$ cat src/rtl/pacman_pkg.sv
// Shared encodings, screen geometry and the per-axis step/clamp helper for Pacman motion.
package pacman_pkg;

  localparam logic [1:0] DIR_RIGHT = 2'd0;
  localparam logic [1:0] DIR_LEFT  = 2'd1;
  localparam logic [1:0] DIR_UP    = 2'd2;
  localparam logic [1:0] DIR_DOWN  = 2'd3;

  localparam int unsigned H_ACTIVE    = 640;
  localparam int unsigned V_ACTIVE    = 480;
  localparam int unsigned SPRITE_SIZE = 16;
  localparam int unsigned SCALE       = 4;
  localparam int unsigned MAX_X       = H_ACTIVE - SPRITE_SIZE * SCALE;
  localparam int unsigned MAX_Y       = V_ACTIVE - SPRITE_SIZE * SCALE;

  typedef enum logic [1:0] {
    IDLE    = 2'd0,
    MOVING  = 2'd1,
    BLOCKED = 2'd2
  } state_t;

  typedef struct packed {
    logic [9:0] pos;
    logic       clamped;
  } step_t;

  // Landing exactly on 0 or max is legal; only overshoot counts as clamped.
  function automatic step_t step_axis(input logic [9:0] pos, input logic neg,
                                      input logic [9:0] step, input logic [9:0] max);
    logic signed [10:0] nxt;
    step_t              res;
    if (neg) nxt = $signed({1'b0, pos}) - $signed({1'b0, step});
    else     nxt = $signed({1'b0, pos}) + $signed({1'b0, step});
    res.clamped = 1'b0;
    res.pos     = nxt[9:0];
    if (nxt < 11'sd0) begin
      res.pos     = '0;
      res.clamped = 1'b1;
    end else if (nxt > $signed({1'b0, max})) begin
      res.pos     = max;
      res.clamped = 1'b1;
    end
    return res;
  endfunction

endpackage

$ cat src/rtl/btn_sync.sv
// Two-flop synchronizer for a vector of asynchronous inputs.
module btn_sync #(
  parameter int unsigned WIDTH = 4
) (
  input  logic             clk,
  input  logic             reset,
  input  logic [WIDTH-1:0] d,
  output logic [WIDTH-1:0] q
);

  logic [WIDTH-1:0] meta;

  always_ff @(posedge clk or posedge reset) begin
    if (reset) begin
      meta <= '0;
      q    <= '0;
    end else begin
      meta <= d;
      q    <= meta;
    end
  end

endmodule

$ cat src/rtl/pacman_motion.sv
// Pacman position/facing/animation state, advanced once per video frame from the buttons.
module pacman_motion
  import pacman_pkg::*;
#(
  parameter int unsigned STEP        = 2,
  parameter int unsigned START_X     = 288,
  parameter int unsigned START_Y     = 208,
  parameter int unsigned MAX_X       = pacman_pkg::MAX_X,
  parameter int unsigned MAX_Y       = pacman_pkg::MAX_Y,
  parameter int unsigned ANIM_FRAMES = 20
) (
  input  logic       clk,
  input  logic       reset,
  input  logic       frame_tick,
  input  logic       btnU,
  input  logic       btnD,
  input  logic       btnL,
  input  logic       btnR,
  output logic [9:0] pac_x,
  output logic [9:0] pac_y,
  output logic [1:0] frame_select,
  output logic [1:0] facing,
  output logic       moving
);

  localparam int unsigned CW = (ANIM_FRAMES > 1) ? $clog2(ANIM_FRAMES) : 1;

  logic [3:0]    btn_s;
  logic          frame_tick_d;
  logic          tick_armed;
  logic          tick;
  logic          req_valid;
  logic [1:0]    req_dir;
  logic          go;
  logic [1:0]    dir;
  logic          horiz;
  logic          clamped;
  step_t         xs;
  step_t         ys;
  state_t        state;
  logic [CW-1:0] anim_cnt;

  btn_sync #(
    .WIDTH(4)
  ) u_btn_sync (
    .clk  (clk),
    .reset(reset),
    .d    ({btnU, btnD, btnL, btnR}),
    .q    (btn_s)
  );

  // tick_armed masks a strobe that was already high when reset released.
  assign tick = frame_tick & ~frame_tick_d & tick_armed;

  always_comb begin
    req_valid = |btn_s;
    if (btn_s[3])      req_dir = DIR_UP;
    else if (btn_s[2]) req_dir = DIR_DOWN;
    else if (btn_s[1]) req_dir = DIR_LEFT;
    else               req_dir = DIR_RIGHT;

    go  = 1'b0;
    dir = req_dir;
    unique case (state)
      IDLE:    go = req_valid;
      MOVING: begin
        go = 1'b1;
        if (!req_valid) dir = facing;
      end
      BLOCKED: go = req_valid && (req_dir != facing);
      default: go = 1'b0;
    endcase

    horiz   = (dir == DIR_LEFT) || (dir == DIR_RIGHT);
    xs      = step_axis(pac_x, dir == DIR_LEFT, 10'(STEP), 10'(MAX_X));
    ys      = step_axis(pac_y, dir == DIR_UP, 10'(STEP), 10'(MAX_Y));
    clamped = horiz ? xs.clamped : ys.clamped;
  end

  always_ff @(posedge clk or posedge reset) begin
    if (reset) begin
      frame_tick_d <= 1'b0;
      tick_armed   <= 1'b0;
      state        <= IDLE;
      pac_x        <= 10'(START_X);
      pac_y        <= 10'(START_Y);
      facing       <= DIR_RIGHT;
      moving       <= 1'b0;
      frame_select <= '0;
      anim_cnt     <= '0;
    end else begin
      frame_tick_d <= frame_tick;
      tick_armed   <= 1'b1;
      if (tick && go) begin
        facing <= dir;
        if (horiz) pac_x <= xs.pos;
        else       pac_y <= ys.pos;
        state  <= clamped ? BLOCKED : MOVING;
        moving <= ~clamped;
        if (!clamped) begin
          if (anim_cnt == CW'(ANIM_FRAMES - 1)) begin
            anim_cnt     <= '0;
            frame_select <= frame_select + 2'd1;
          end else begin
            anim_cnt <= anim_cnt + 1'b1;
          end
        end
      end
    end
  end

endmodule

$ cat config.mk
export PLATFORM = sky130hd
export DESIGN_NAME = pacman_motion
export DESIGN_NICKNAME = d
export VERILOG_FILES = /design/src/rtl/pacman_pkg.sv /design/src/rtl/btn_sync.sv /design/src/rtl/pacman_motion.sv
export SDC_FILE = /design/constraint.sdc
export NUM_CORES = 1
export LEC_CHECK = 0
export BUFFER_PORTS_ARGS = -buffer_cell sky130_fd_sc_hd__buf_2
export CORE_MARGIN = 4
export CORE_UTILIZATION = 35
export DETAILED_ROUTE_END_ITERATION = 10
export GPL_TIMING_DRIVEN = 0
export PLACE_DENSITY_LB_ADDON = 0.05
export SYNTH_ARGS = -nofsm -noshare
export SYNTH_HDL_FRONTEND = slang
export SYNTH_HIERARCHICAL = 1
export SYNTH_SLANG_ARGS = --single-unit
$ cat constraint.sdc
create_clock -name clk -period 4 [get_ports clk]
set_input_delay 1 -clock clk [delete_from_list [all_inputs] [get_ports clk]]
set_output_delay 1 -clock clk [all_outputs]
set_load 0.01 [all_outputs]
# Yosys cells after proc, flatten, opt, wreduce, memory -nomap -nowiden
# Index checks and enable logic that the tools add are counted.
# Widths: inputs -> output; s select.
# totals
latchBits,0
inputBits,7
ram_bits,0
elab_cells,57
output_inout_bits,25
mem_count,0
regBits,42
rom_bits,0
# op_classes
addsub,6
eq_ne,6
shifts,0
n_bitwise,5
magnitude_cmp,4
n_reduce_logical,10
n_mux,15
multipliers,0
div,0
# op_table
cell,n
$mux 11,6
$add 10x2->11 const B,2
$lt 11x1->1 const B,2
$sub 10x2->11 const B,2
$gt 11x10->1 const B,1
$gt 11x11->1 const B,1
$mux 2,5
$reduce_and 2->1,3
$add 5x1->5 const B,1
$eq 5x5->1 const B,1
$mux 5,1
$eq 2x1->1 const B,2
$eq 2x2->1 const B,2
$logic_not 2->1,2
$reduce_or 4->1,1
$not 1->1,3
$pmux 1 s3,1
$reduce_and 3->1,1
$add 2x1->2 const B,1
$and 1x1->1,2
$logic_and 1x1->1,2
$mux 1,2
$ne 2x2->1,1
$logic_or 1x1->1,1

# Logic depth before layout (Yosys ltp)
# depth
depth_word,13
mapped_depth,14
ltp_nobuf,12

# By module
# Netlist, hierarchy kept.
# by_module_without_submodules
mod,cells_per_inst,area_per_inst_um2,seq_area_each_um2,n_inst
pacman_motion,256,2299.7,782.0,1
btn_sync,9,203.9,200.2,1

# Least setup slack after synthesis
# No wires, ideal clock.
# synth_path
path_type,register to register
from,register facing[1]
to,register anim_cnt[2]
required_time_ns,3.875
arrival_ns,3.516
setup_time_ns,0.125
setup_slack_ns,0.359
period_less_slack_ns,3.641
path_stages_with_launch,14
path_buffers,2
cell_sequence,dfrtp_1 -> or3_1 -> o21a_1 -> buf_6 -> xnor2_1 -> ha_1 -> buf_1 -> o211ai_1 -> or3_1 -> o311ai_1 -> a311oi_1 -> or4b_4 -> a21boi_1 -> mux2_2
# synth_via
elab_chain_len,10
elab_cells_between_ends,23
classes_between,order compare (4); eq/ne (3); mux (10); bitwise (1); reduce/logical (5)
# synth_rtl
element,line,source
"start, declared",pacman_motion.sv:22,"output logic [1:0] facing,"
"start signal, assigned",pacman_motion.sv:95,facing <= dir;
$mux 2,pacman_motion.sv:68,if (!req_valid) dir = facing;
$mux 2,pacman_motion.sv:64,unique case (state)
$eq 2x2->1 or $eq 2x1->1 (tied branches),"pacman_motion.sv:76, pacman_motion.sv:74, pacman_motion.sv:75",
$mux 11,pacman_pkg.sv:32,"if (neg) nxt = $signed({1'b0, pos}) - $signed({1'b0, step});"
$gt 11x10->1 or $gt 11x11->1 (tied branches),pacman_pkg.sv:39,"end else if (nxt > $signed({1'b0, max})) begin"
$mux 11,pacman_pkg.sv:39,
$mux 11,pacman_pkg.sv:36,if (nxt < 11'sd0) begin
$mux 1,pacman_motion.sv:77,clamped = horiz ? xs.clamped : ys.clamped;
$not 1->1 (no source line),n/a,
$reduce_and 2->1 (no source line) *,n/a,
"end signal, assigned",pacman_motion.sv:105,anim_cnt <= anim_cnt + 1'b1;
"end, declared",pacman_motion.sv:41,logic [CW-1:0] anim_cnt;
# Every way passes the cells marked *; elsewhere a longest branch is shown, timed or not.
# A chain may end at the register's enable or synchronous reset.

# Worst setup path in the final report
# layout_path
from,register u_btn_sync.q[3]
to,register anim_cnt[0]
# layout_via
elab_chain_len,11
elab_cells_between_ends,25
classes_between,order compare (4); eq/ne (3); mux (11); bitwise (1); reduce/logical (6)
# layout_rtl
element,line,source
"start, declared",btn_sync.sv:8,output logic [WIDTH-1:0] q
"start signal, assigned",btn_sync.sv:19,q <= meta;
$reduce_or 4->1 or $mux 2 (tied branches),"pacman_motion.sv:56, pacman_motion.sv:57",
$mux 2,pacman_motion.sv:68,
$mux 2,pacman_motion.sv:64,
$eq 2x2->1 or $eq 2x1->1 (tied branches),"pacman_motion.sv:76, pacman_motion.sv:74, pacman_motion.sv:75",
$mux 11,pacman_pkg.sv:32,
$gt 11x10->1 or $gt 11x11->1 (tied branches),pacman_pkg.sv:39,
$mux 11,pacman_pkg.sv:39,
$mux 11,pacman_pkg.sv:36,
$mux 1,pacman_motion.sv:77,
$not 1->1 (no source line),n/a,
$reduce_and 2->1 (no source line) *,n/a,
# Marks and branches as above.

==> flow_results.xml <==
<?xml version="1.0" encoding="UTF-8"?>
<metrics>
  <group name="outcome">
    <metric name="status" unit="">finished clean</metric>
  </group>
  <group name="logic_synthesis">
    <metric name="netlist_instances" unit="">265</metric>
    <metric name="yosys_warnings" unit="">6</metric>
    <metric name="synth_cell_type_count" unit="">67</metric>
    <metric name="synth-seq-cells" unit="">39</metric>
    <metric name="edff_count_synth" unit="">0</metric>
    <metric name="synth_area" unit="sq um">2500</metric>
    <metric name="synthesis.area_per_instance" unit="sq um">9.45</metric>
    <metric name="synthFlopType" unit="">dfrtp_1</metric>
    <metric name="asyncSetResetFlopFracSynth" unit="%">100</metric>
    <metric name="sequential_element_share_of_the_synthesized_area" unit="%">39.2</metric>
  </group>
  <group name="route">
    <metric name="viasPerCell" unit="">5.10</metric>
    <metric name="route.vias.total" unit="">2052</metric>
    <metric name="postRouteAntennaNets" unit="">0</metric>
    <metric name="route.detailed.wl_per_inst" unit="um">13.9</metric>
    <metric name="drt_iter0_markers" unit="">63</metric>
    <metric name="wl" unit="um">5600</metric>
    <metric name="drt_pass1_iterations" unit="">4</metric>
    <metric name="drc_violation_count_after_routing" unit="">0</metric>
  </group>
  <group name="sta">
    <metric name="hold_viol_final" unit="">0</metric>
    <metric name="fmax" unit="GHz">0.264</metric>
    <metric name="final.setup.worst_slack" unit="ns">0.210</metric>
    <metric name="worst_slew_pin_slew" unit="ns">0.770</metric>
    <metric name="period_minus_slack" unit="ns">3.79</metric>
    <metric name="final.setup_skew" unit="ns">0.00990</metric>
    <metric name="final_max_slew_viol_count" unit="">0</metric>
    <metric name="final.period_utilization" unit="%">94.8</metric>
    <metric name="final.setup.tns" unit="ns">0</metric>
    <metric name="maxSlewHeadroom" unit="%">48.0</metric>
    <metric name="finalSetupViolations" unit="">0</metric>
  </group>
  <group name="clock_tree">
    <metric name="tritoncts" unit="">built</metric>
    <metric name="cts.root.buffer_cell" unit="">clkbuf_8</metric>
    <metric name="worst_setup_hold_path_clk_slew" unit="ns">0.08</metric>
    <metric name="cts_inserted_buffers" unit="">5</metric>
    <metric name="ctsHtreeMaxLevel" unit="">2</metric>
    <metric name="cts_hold_repair.buffers" unit="">0</metric>
    <metric name="clock-sinks" unit="">39</metric>
    <metric name="clk_path_buf_depth" unit="">2</metric>
    <metric name="clock_latency" unit="ns">0.30</metric>
  </group>
  <group name="worst_setup_path">
    <metric name="timing.critical_path.from_type" unit="">flip-flop</metric>
    <metric name="crit-reg2reg-capture" unit="">anim_cnt[0]</metric>
    <metric name="timing.reg2reg.worst_path_depth" unit="">12</metric>
    <metric name="timing.setup.critical_path_class" unit="">flip-flop to flip-flop</metric>
    <metric name="cpLargestDelayFamily" unit="">simple AND/OR/NAND/NOR gates</metric>
    <metric name="path_max_fanout" unit="">9</metric>
    <metric name="critPathRequiredTime" unit="ns">4.18</metric>
    <metric name="path_cells" unit="">or3_1 -&gt; o21a_1 -&gt; buf_6 -&gt; xnor2_1 -&gt; ha_2 -&gt; o211ai_1 -&gt; or3_1 -&gt; o311ai_1 -&gt; a311oi_1 -&gt; or4b_4 -&gt; nand2_1 -&gt; mux2_2</metric>
    <metric name="path_common_cell" unit="">or3_1</metric>
    <metric name="cp_slowest_cell" unit="">or4b_4</metric>
    <metric name="max_stage_delay" unit="ns">0.62</metric>
    <metric name="worst_ep_arrival_time" unit="ns">3.98</metric>
    <metric name="reg2reg_slack" unit="ns">0.21</metric>
    <metric name="critPathBufInv" unit="">1</metric>
    <metric name="setup.worst_path.end_class" unit="">flip-flop</metric>
    <metric name="crit-reg2reg-launch" unit="">u_btn_sync/q[3]</metric>
  </group>
  <group name="floorplan">
    <metric name="floorplan.core_area" unit="sq um">6870</metric>
    <metric name="area_of_the_die" unit="sq um">8570</metric>
    <metric name="die_h" unit="um">92.6</metric>
    <metric name="fp.dieW" unit="um">92.6</metric>
    <metric name="pin_count" unit="">32</metric>
    <metric name="initial_core_util" unit="%">36.4</metric>
    <metric name="std_cell_rows" unit="">30</metric>
  </group>
  <group name="finish">
    <metric name="final_core_utilization" unit="%">42.6</metric>
    <metric name="multi_input_comb_area" unit="sq um">1360</metric>
    <metric name="drive_gt1_share" unit="%">23.2</metric>
    <metric name="layout-area-overhead-vs-synth" unit="%">16.8</metric>
    <metric name="finish.cell_count_without_fillers" unit="">402</metric>
    <metric name="final-seq-area" unit="sq um">982</metric>
    <metric name="fillerInstances" unit="">698</metric>
    <metric name="finish.net_count" unit="">317</metric>
    <metric name="diodes_inserted" unit="">0</metric>
  </group>
  <group name="grt">
    <metric name="track_usage" unit="%">13.6</metric>
    <metric name="number_of_global_route_vias_before_repair" unit="">1902</metric>
    <metric name="grt_util_met1" unit="%">19.2</metric>
    <metric name="grt_max_degree" unit="">32</metric>
    <metric name="grt.met2_usage" unit="%">20.3</metric>
    <metric name="grt_overflow" unit="">0</metric>
    <metric name="grt.busiest_layer" unit="">met2</metric>
    <metric name="global_route_wire_length_before_repair" unit="um">9450</metric>
    <metric name="number_of_antenna_violations_at_the_first_check_in_global_routing" unit="">0</metric>
    <metric name="grt.met3_usage" unit="%">3.17</metric>
  </group>
  <group name="power">
    <metric name="power_density_normalized_to_cell_area" unit="nW/um^2">623</metric>
    <metric name="cellLeakagePower" unit="nW">1.32</metric>
    <metric name="worst_ir_drop_vdd" unit="uV">217</metric>
    <metric name="power.total" unit="W">0.00182</metric>
  </group>
  <group name="min_path">
    <metric name="worst_hold_startpoint" unit="">u_btn_sync/meta[0]</metric>
    <metric name="timing.hold.worst.class" unit="">flip-flop to flip-flop</metric>
    <metric name="min_delay_path_depth" unit="">0</metric>
    <metric name="worst_hold_path.endpoint" unit="">u_btn_sync/q[0]</metric>
  </group>
  <group name="place">
    <metric name="dp_slack" unit="ns">-0.0904</metric>
    <metric name="numPlacedInstances" unit="">391</metric>
    <metric name="numPortBuffers" unit="">29</metric>
    <metric name="place.gp.congestion" unit="">0.804</metric>
    <metric name="hpwl" unit="um">4080</metric>
  </group>
  <group name="flow_run">
    <metric name="cap_violations" unit="">0</metric>
  </group>
</metrics>
==> synthesized netlist by cell type (all sizes together) (3+ instances only) <==
library cell | instances | area share, %
and3 | 4 | 1.0
ha | 5 | 2.5
nand2 | 18 | 2.7
inv | 17 | 2.5
or4 | 3 | 1.0
mux2i | 7 | 2.8
a21boi | 4 | 1.3
nor3b | 3 | 0.90
a22o | 3 | 1.0
and2 | 3 | 0.75
xor2 | 7 | 2.4
dfrtp | 34 | 34
a31oi | 3 | 0.75
o21ai | 14 | 2.8
nor3 | 3 | 0.60
nor2 | 17 | 2.5
nor4b | 4 | 1.4
mux2 | 3 | 1.3
a21o | 4 | 1.2
xnor2 | 11 | 3.8
or3 | 7 | 1.7
a21oi | 15 | 3.4
nand3 | 5 | 1.0
buf | 9 | 2.7
clkbuf | 5 | 0.75
nor4 | 5 | 1.7
nor2b | 3 | 0.75
dfstp | 5 | 5.2
==> worst max-delay path by stage <==
stage | start | end | slack [ns] | cells past startpoint
5_1_grt | u_btn_sync/q[3] | anim_cnt[1] | -0.02 | 12
3_5_place_dp | u_btn_sync/q[3] | anim_cnt[0] | -0.09 | 13
3_3_place_gp | u_btn_sync/q[3] | anim_cnt[1] | -0.11 | 13
4_1_cts | u_btn_sync/q[3] | anim_cnt[0] | 0.02 | 12
2_1_floorplan | facing[1] | anim_cnt[2] | 0.36 | 13
6_report | u_btn_sync/q[3] | anim_cnt[0] | 0.21 | 12
==> area by class of cell <==
| cell class | count | share of cell area (%) |
|---|---|---|
| Sequential cell | 39 | 33.6 |
| Inverter | 18 | 2.74 |
| Buffer | 13 | 2.82 |
| Clock buffer | 5 | 2.35 |
| Tap cell | 96 | 4.11 |
| Timing Repair Buffer | 33 | 6.24 |
| Clock inverter | 3 | 1.63 |
| Multi-Input combinational cell | 195 | 46.5 |
==> logic make-up (layout without fill, tap and decap cells) <==
group / count (synthesis) / after routing / share of synthesized area, %
and+or+nand+nor: 89 / 89 / 21.2
muxes: 10 / 10 / 4.15
adders and majority gates: 5 / 5 / 2.50
DFF: 39 / 39 / 39.2
buffers and inverters: 32 / 72 / 6.65
other: 2 / 3 / 0.300
AOI/OAI and AO/OA: 70 / 70 / 19.7
xor gates and xnor gates: 18 / 18 / 6.30
==> state kept, by name, summed over array words and instances (netlist names) <==
| signal | cells |
|---|---|
| frame_tick_d | 1 |
| tick_armed | 1 |
| frame_select | 2 |
| state | 2 |
| pac_x | 9 |
| u_btn_sync/q | 4 |
| pac_y | 9 |
| anim_cnt | 5 |
| facing | 2 |
| u_btn_sync/meta | 4 |
==> metrics by stage <==
stage	instance area (sq um)	hold WS, ns
finish	2930	0.353
global route	2930	0.365
CTS	2890	0.355
detailed placement	2770	0.335
global placement	2770	0.332
floorplan	2510	0.331
==> where the power goes <==
group,switching (W),internal (W)
registers,0.000168,0.000520
logic,0.000421,0.000370
clock network,0.000153,0.000189
==> metal layers <==
metal  wire length [um]  share of wire (%)
met3                256                4.6
met5                  0                  0
met4                 64                1.1
met1               2840                 51
met2               2440                 44
==> cell usage in the layout, fill, tap and decap left out, drive strengths merged, types with 3 or more instances in the layout <==
cell	count
nor2	17
nor3	3
clkbuf	10
conb	3
nand3	5
clkinv	3
xor2	7
dfrtp	34
and3	4
o21ai	14
a22o	3
and2	3
or4	3
nor4b	4
mux2	3
nor2b	3
nand2	18
a21o	4
a21boi	4
buf	41
xnor2	11
inv	17
dfstp	5
ha	5
mux2i	7
nor4	5
nor3b	3
a21oi	15
a31oi	3
or3	7
==> repair_timing <==
item | in CTS | in global routing
setup endpoints to repair | 7 | 11
buffers inserted | 0 | 3
pin swaps | 0 | 0
hold endpoints to repair | 0 | 0
resized for setup | 0 | 1
Note: power is estimated with default switching activity, not from simulation.
